--- src/rtl/eic.sv ---
// External interrupt controller for an EIC-mode core: level and rising-edge
// channels, per-channel masking, and a registered highest-index priority output.
module eic #(
  parameter int unsigned EIC_DIRECT_CHANNELS = 16,
  parameter int unsigned EIC_SENSE_CHANNELS  = 16
) (
  input  logic        CLK,
  input  logic        RESETn,
  input  logic [31:0] signal,
  input  logic [31:0] mask,
  output logic [7:0]  EIC_Interrupt,
  output logic [5:0]  EIC_Vector,
  output logic [31:0] request
);

  localparam int unsigned TOTAL_CHANNELS = EIC_DIRECT_CHANNELS + EIC_SENSE_CHANNELS;
  localparam logic [63:0] ONE64          = 64'd1;
  // Channel-class selectors; bits above the configured channels are in neither.
  localparam logic [31:0] DIRECT_BITS    = 32'((ONE64 << EIC_DIRECT_CHANNELS) - ONE64);
  localparam logic [31:0] SENSE_BITS     =
    32'(((ONE64 << EIC_SENSE_CHANNELS) - ONE64) << EIC_DIRECT_CHANNELS);

  generate
    if (TOTAL_CHANNELS > 32) begin : g_cfg_check
      $error("eic: EIC_DIRECT_CHANNELS + EIC_SENSE_CHANNELS must not exceed 32");
    end
  endgenerate

  logic [31:0] signal_r;
  logic [31:0] rise;
  logic [31:0] pending;
  logic [31:0] pending_nxt;
  logic [31:0] request_nxt;
  logic [7:0]  irq_nxt;
  logic [5:0]  vec_nxt;

  // Sense-channel pending bits live in the request register itself.
  assign pending = request & SENSE_BITS;

  // Next request: masked levels plus sticky edges; masking clears, even on a same-cycle rise.
  always_comb begin
    rise        = signal & ~signal_r;
    pending_nxt = (pending | rise) & mask & SENSE_BITS;
    request_nxt = (signal & mask & DIRECT_BITS) | pending_nxt;
  end

  // Highest set request index wins; level is index + 1, zero when idle.
  always_comb begin
    irq_nxt = 8'd0;
    vec_nxt = 6'd0;
    for (int i = 0; i < 32; i++) begin
      if (request[i]) begin
        irq_nxt = 8'(i + 1);
        vec_nxt = 6'(i);
      end
    end
  end

  // Edge-detect history and request state.
  always_ff @(posedge CLK or posedge RESETn) begin
    if (RESETn) begin
      signal_r <= 32'd0;
      request  <= 32'd0;
    end else begin
      signal_r <= signal;
      request  <= request_nxt;
    end
  end

  // Registered priority outputs to the core.
  always_ff @(posedge CLK or posedge RESETn) begin
    if (RESETn) begin
      EIC_Interrupt <= 8'd0;
      EIC_Vector    <= 6'd0;
    end else begin
      EIC_Interrupt <= irq_nxt;
      EIC_Vector    <= vec_nxt;
    end
  end

endmodule

--- config.mk ---
export PLATFORM = sky130hd
export DESIGN_NAME = eic
export DESIGN_NICKNAME = d
export VERILOG_FILES = /design/src/rtl/eic.sv
export SDC_FILE = /design/constraint.sdc
export NUM_CORES = 1
export LEC_CHECK = 0
export CORE_ASPECT_RATIO = 1.2
export CORE_MARGIN = 3
export CORE_UTILIZATION = 42
export CTS_BUF_LIST = sky130_fd_sc_hd__clkbuf_2 sky130_fd_sc_hd__clkbuf_4 sky130_fd_sc_hd__clkbuf_8
export DETAILED_ROUTE_END_ITERATION = 6
export PLACE_DENSITY_LB_ADDON = 0.25
export RECOVER_POWER = 100
export SETUP_SLACK_MARGIN = 0.15
export SYNTH_ARGS = -nofsm -noshare
export SYNTH_HDL_FRONTEND = slang
export SYNTH_SLANG_ARGS = --single-unit
--- constraint.sdc ---
create_clock -name CLK -period 2.2 [get_ports CLK]
set_input_delay 0.44 -clock CLK [delete_from_list [all_inputs] [get_ports CLK]]
set_output_delay 0.44 -clock CLK [all_outputs]
set_load 0.02 [all_outputs]
# Yosys cells after proc, flatten, opt, wreduce, memory -nomap -nowiden
# Cells that the tools add are included.
[classes]
mux = 63
bitwise = 6
[op_table]
columns = ["cell", "n"]
rows = [
  ["2-to-1 mux 8 bit", 29],
  ["2-to-1 mux 6 bit", 29],
  ["bitwise AND 32 bit", 2],
  ["NOT 32 bit", 1],
  ["OR 16 x 32 -> 32 bit", 1],
  ["OR 32 bit", 1],
  ["bitwise AND 16 bit", 1],
  ["2-to-1 mux 2 bit", 3],
  ["2-to-1 mux 1 bit", 2],
]
[word_totals]
ff_bits = 78
input_bits = 66
output_inout_bits = 46
wordCells = 73

# Logic depth before layout (Yosys ltp)
[logic_depth]
word_depth = 32
depth_mapped = 5

# Worst setup path after synthesis
# Ideal clock, no wire load.
[synth_timing]
path_kind = "reg2reg"
from = "register request[20]"
to = "register EIC_Interrupt[0]"
setup_time_ns = 0.119
t_arrival_ns = 1.472
setup_slack_ns = 0.609
path_stages_with_launch = 5
period_less_slack_ns = 1.591
cell_sequence = "dfrtp_1 > or4_4 > nor3_2 > a31oi_1 > o21a_1"
[synth_via]
elab_chain_cells = 12
[synth_rtl]
columns = ["item", "line", "rtl"]
rows = [
  ["start: declaration", "13", "output logic [31:0] request"],
  ["start signal: assignment", "66", "request <= request_nxt;"],
  ["2-to-1 mux 8 bit (12 in series)", "52", "if (request[i]) begin"],
  ["named net irq_nxt[0]", "34", "logic [7:0] irq_nxt;"],
  ["end signal: assignment", "76", "EIC_Interrupt <= irq_nxt;"],
  ["end: declaration", "11", "output logic [7:0] EIC_Interrupt,"],
]
# The timed path passes the listed nets, and every way through them passes these cells.

# Worst setup path after layout
[layout_timing]
from = "register request[15]"
to = "output request[15]"
# No word-level cell between the ends.

==> metrics.txt <==
ANT nets after route 0; Leak Pwr around 0.0016 uW; Core Util, Final 68.25%; initial antenna violation count 0; Yosys reg bits 59; fill count around 440; Via density 5.265; Clock Latency Late Sink 0.33 ns; Die W 74.81 um; placed insts around 380; drt first pass iters 4; clock share of power 32.7%; layout net count 397; Worst Path Required 1.76 ns; Synth area leaders dfrtp_1 (62%), o21a_1 (4.4%), and2_1 (4.2%), nor2b_1 (4.2%), nor2_1 (3.8%); Peak VDD IR 528.9 uV; Cell Pwr Density ~700 nW/um^2; wirelength, routed between 6000 and 7000 um; total power 2573 uW; Rows 29; routability congestion estimate roughly 0.85; die area 6625 um^2; Clk pin slew, worst setup/hold paths 0.06 ns; sequential power share 48.0%; Crit Path Category reg2out; die span in y 88.57 um; Port Buf Inserts roughly 110; share of layout cells above drive strength 1 4.790%; max cap viols 0; worst slew pin tran 1.399 ns; Reg2Reg Setup Slack roughly 0.46 ns; CP Buf/Inv Count 1; setup violators final 0; number of I/O pins 112; GRT Residual Overflow 0; Area after DPL 3546 um^2; Unique masters post-synth 33; clock skew 0.007010 ns; Fin. Hold Viols 0; Setup crit start kind flop; critical path, cell by cell dlygate4sd3_1; hold-critical path depth 2; Netlist Area Pre-Place 2386 um^2; Clock Path Buffers 2; Worst Path Arrival ~1.6 ns; final cell area excluding filler cells 3690 um^2; Num CTS Buffers 9; setup_tns 0 ns; DRC Markers 0; Worst Reg-to-Reg Cells 6; Final HPWL DP 4580 um; Slowest cell on crit path dlygate4sd3_1; critical path depth 1; status finished clean; combinational share of power 19.3%; PostCTS Resize Cnt 0; Top Family by Delay on Critical Path buffers and inverters; CTS root buffer clkbuf_8; crit-path max FO 9; Final Non-Filler Cells 396; hold crit path type reg2reg; Crit. End Element output port; Ys Warns 0; switching part of the total power a little over a quarter; core area 5406 um^2; Initial Utilization 44.13%; sequential share of the synthesized area between 60% and 70%; Period minus WS final 2.020 ns; Tot GR Track Use 20.24%; Avg WL per Cell 15.27 um; htree depth 3; slowest stage delay, CP 0.73 ns; fin crit share 91.81%; Synth Area per Inst around 11 um^2; Synth top area share slightly above 60%; Setup Fix Bufs, Post-CTS 0; max-slew violation count 0; Cells after Synth 213; RSZ-0062 raised after global routing false; CTS tree built; hold_buf cts 0; post-synthesis to final-layout area growth 54.64%; slew margin rel. between 6 and 7%; internal power 1874 uW; Antenna diodes 0; vias in the first global route 2,035; largest net degree at the start of global routing 60; Detailed Route Iter0 Violations 140; Psw roughly 700 uW; Clock Sink Count 59; first-pass GRT wire length 9839 um; via count approximately 2,100; area leader, netlist dfrtp_1; Highest Clock Rate between 0.4 and 0.5 GHz
[power by group through the flow]
stage | clock network, uW | registers (uW) | logic (uW)
detailed placement | 0 | 1260 | 542
floorplan | 0 | 1320 | 178
finish | 841 | 1240 | 497
global route | 915 | 1250 | 545
CTS | 860 | 1240 | 544
global placement | 0 | 1250 | 540
[cell type report]
type | count | area (um^2) | share of cell area [%]
clock inverter | 3 | 15.01 | 0.4069
inverter | 6 | 22.52 | 0.6104
sequential | 59 | 1476 | 40.01
multi-input combinational | 145 | 857.1 | 23.23
clock buffer | 11 | 151.4 | 4.103
tap | 62 | 77.57 | 2.102
timing repair buffer | 110 | 1090 | 29.54
[layout by cell type (no fill, tap or decap)]
master / instances
nor3b_1: 2
clkinv_2: 3
o31ai_1: 3
o41ai_1: 1
nor3_2: 1
and3_1: 1
nand4_1: 1
and2_0: 8
a21oi_1: 5
clkbuf_8: 11
o221ai_1: 1
o311ai_0: 1
nand2b_1: 4
clkinv_1: 1
nand2_1: 5
o31a_1: 2
a21boi_0: 3
o21bai_1: 1
a2111oi_0: 2
conb_1: 3
nor3_1: 12
inv_1: 5
dfrtp_1: 59
nor4_1: 9
dlygate4sd3_1: 67
or4_1: 2
nor2b_1: 16
nor2_1: 24
clkbuf_1: 1
o21a_1: 14
or3_1: 3
a21o_1: 1
clkbuf_2: 1
a31oi_1: 4
clkdlybuf4s50_1: 41
o311ai_1: 2
and2_1: 8
o21ai_0: 6
[worst paths after layout]
path	to	from
max reg2reg	EIC_Interrupt[1]	request[31]
min reg2reg	request[29]	signal_r[29]
min in group asynchronous	request[31]	RESETn
max	request[15]	request[15]
min	request[29]	signal_r[29]
max in group asynchronous	request[23]	RESETn
[layer usage]
| layer | up-vias | wire length (um) | global-route usage (%) |
|---|---|---|---|
| met4 | 0 | 117 | 7.929 |
| li1 | 986 | - | - |
| met1 | 985 | 2293 | 23.60 |
| met5 | - | 0 | 0 |
| met2 | 104 | 3094 | 33.49 |
| met3 | 10 | 539 | 7.727 |
[flip-flops by register name, indices dropped and copies added (netlist names)]
name	flops
signal_r	16
EIC_Vector	5
EIC_Interrupt	6
request	32
[synth_stat cells]
| cell type | number |
|---|---|
| nor3b_1 | 2 |
| nor3_1 | 12 |
| nor4_1 | 9 |
| or4_1 | 1 |
| a2111oi_0 | 2 |
| nor3_2 | 1 |
| nand4_1 | 1 |
| nor2_1 | 24 |
| o21a_1 | 14 |
| o41ai_1 | 1 |
| inv_1 | 6 |
| o31ai_1 | 3 |
| dfrtp_1 | 59 |
| o221ai_1 | 1 |
| o31a_1 | 2 |
| a31oi_1 | 4 |
| clkbuf_1 | 1 |
| o311ai_1 | 3 |
| and3_1 | 1 |
| a21oi_1 | 5 |
| o21ai_0 | 3 |
| o21ai_1 | 3 |
| and2_1 | 16 |
| nor2b_1 | 16 |
| nand2b_1 | 4 |
| o21bai_1 | 1 |
| nand2_1 | 5 |
| a21o_1 | 1 |
| or3_1 | 3 |
| a21boi_0 | 3 |
| or4_4 | 1 |
| buf_4 | 4 |
| conb_1 | 1 |
[logic make-up (layout without fill, tap and decap cells)]
logic type	count (synthesis)	in the layout	share of synthesized area, %
AOI/OAI and AO/OA	46	46	13.58
buffers and inverters	11	130	2.360
DFF	59	59	61.88
other	1	3	0.1572
and+or+nand+nor	96	96	22.02
[stage by stage]
step                hold WS (ns)  setup WS (ns)
detailed placement        0.5047         0.5734
floorplan                 0.3873         0.3037
CTS                       0.4864         0.2259
global placement          0.4936         0.5610
finish                    0.5088         0.1802
global route              0.5256         0.1177
(Power assumes the default switching activity.)
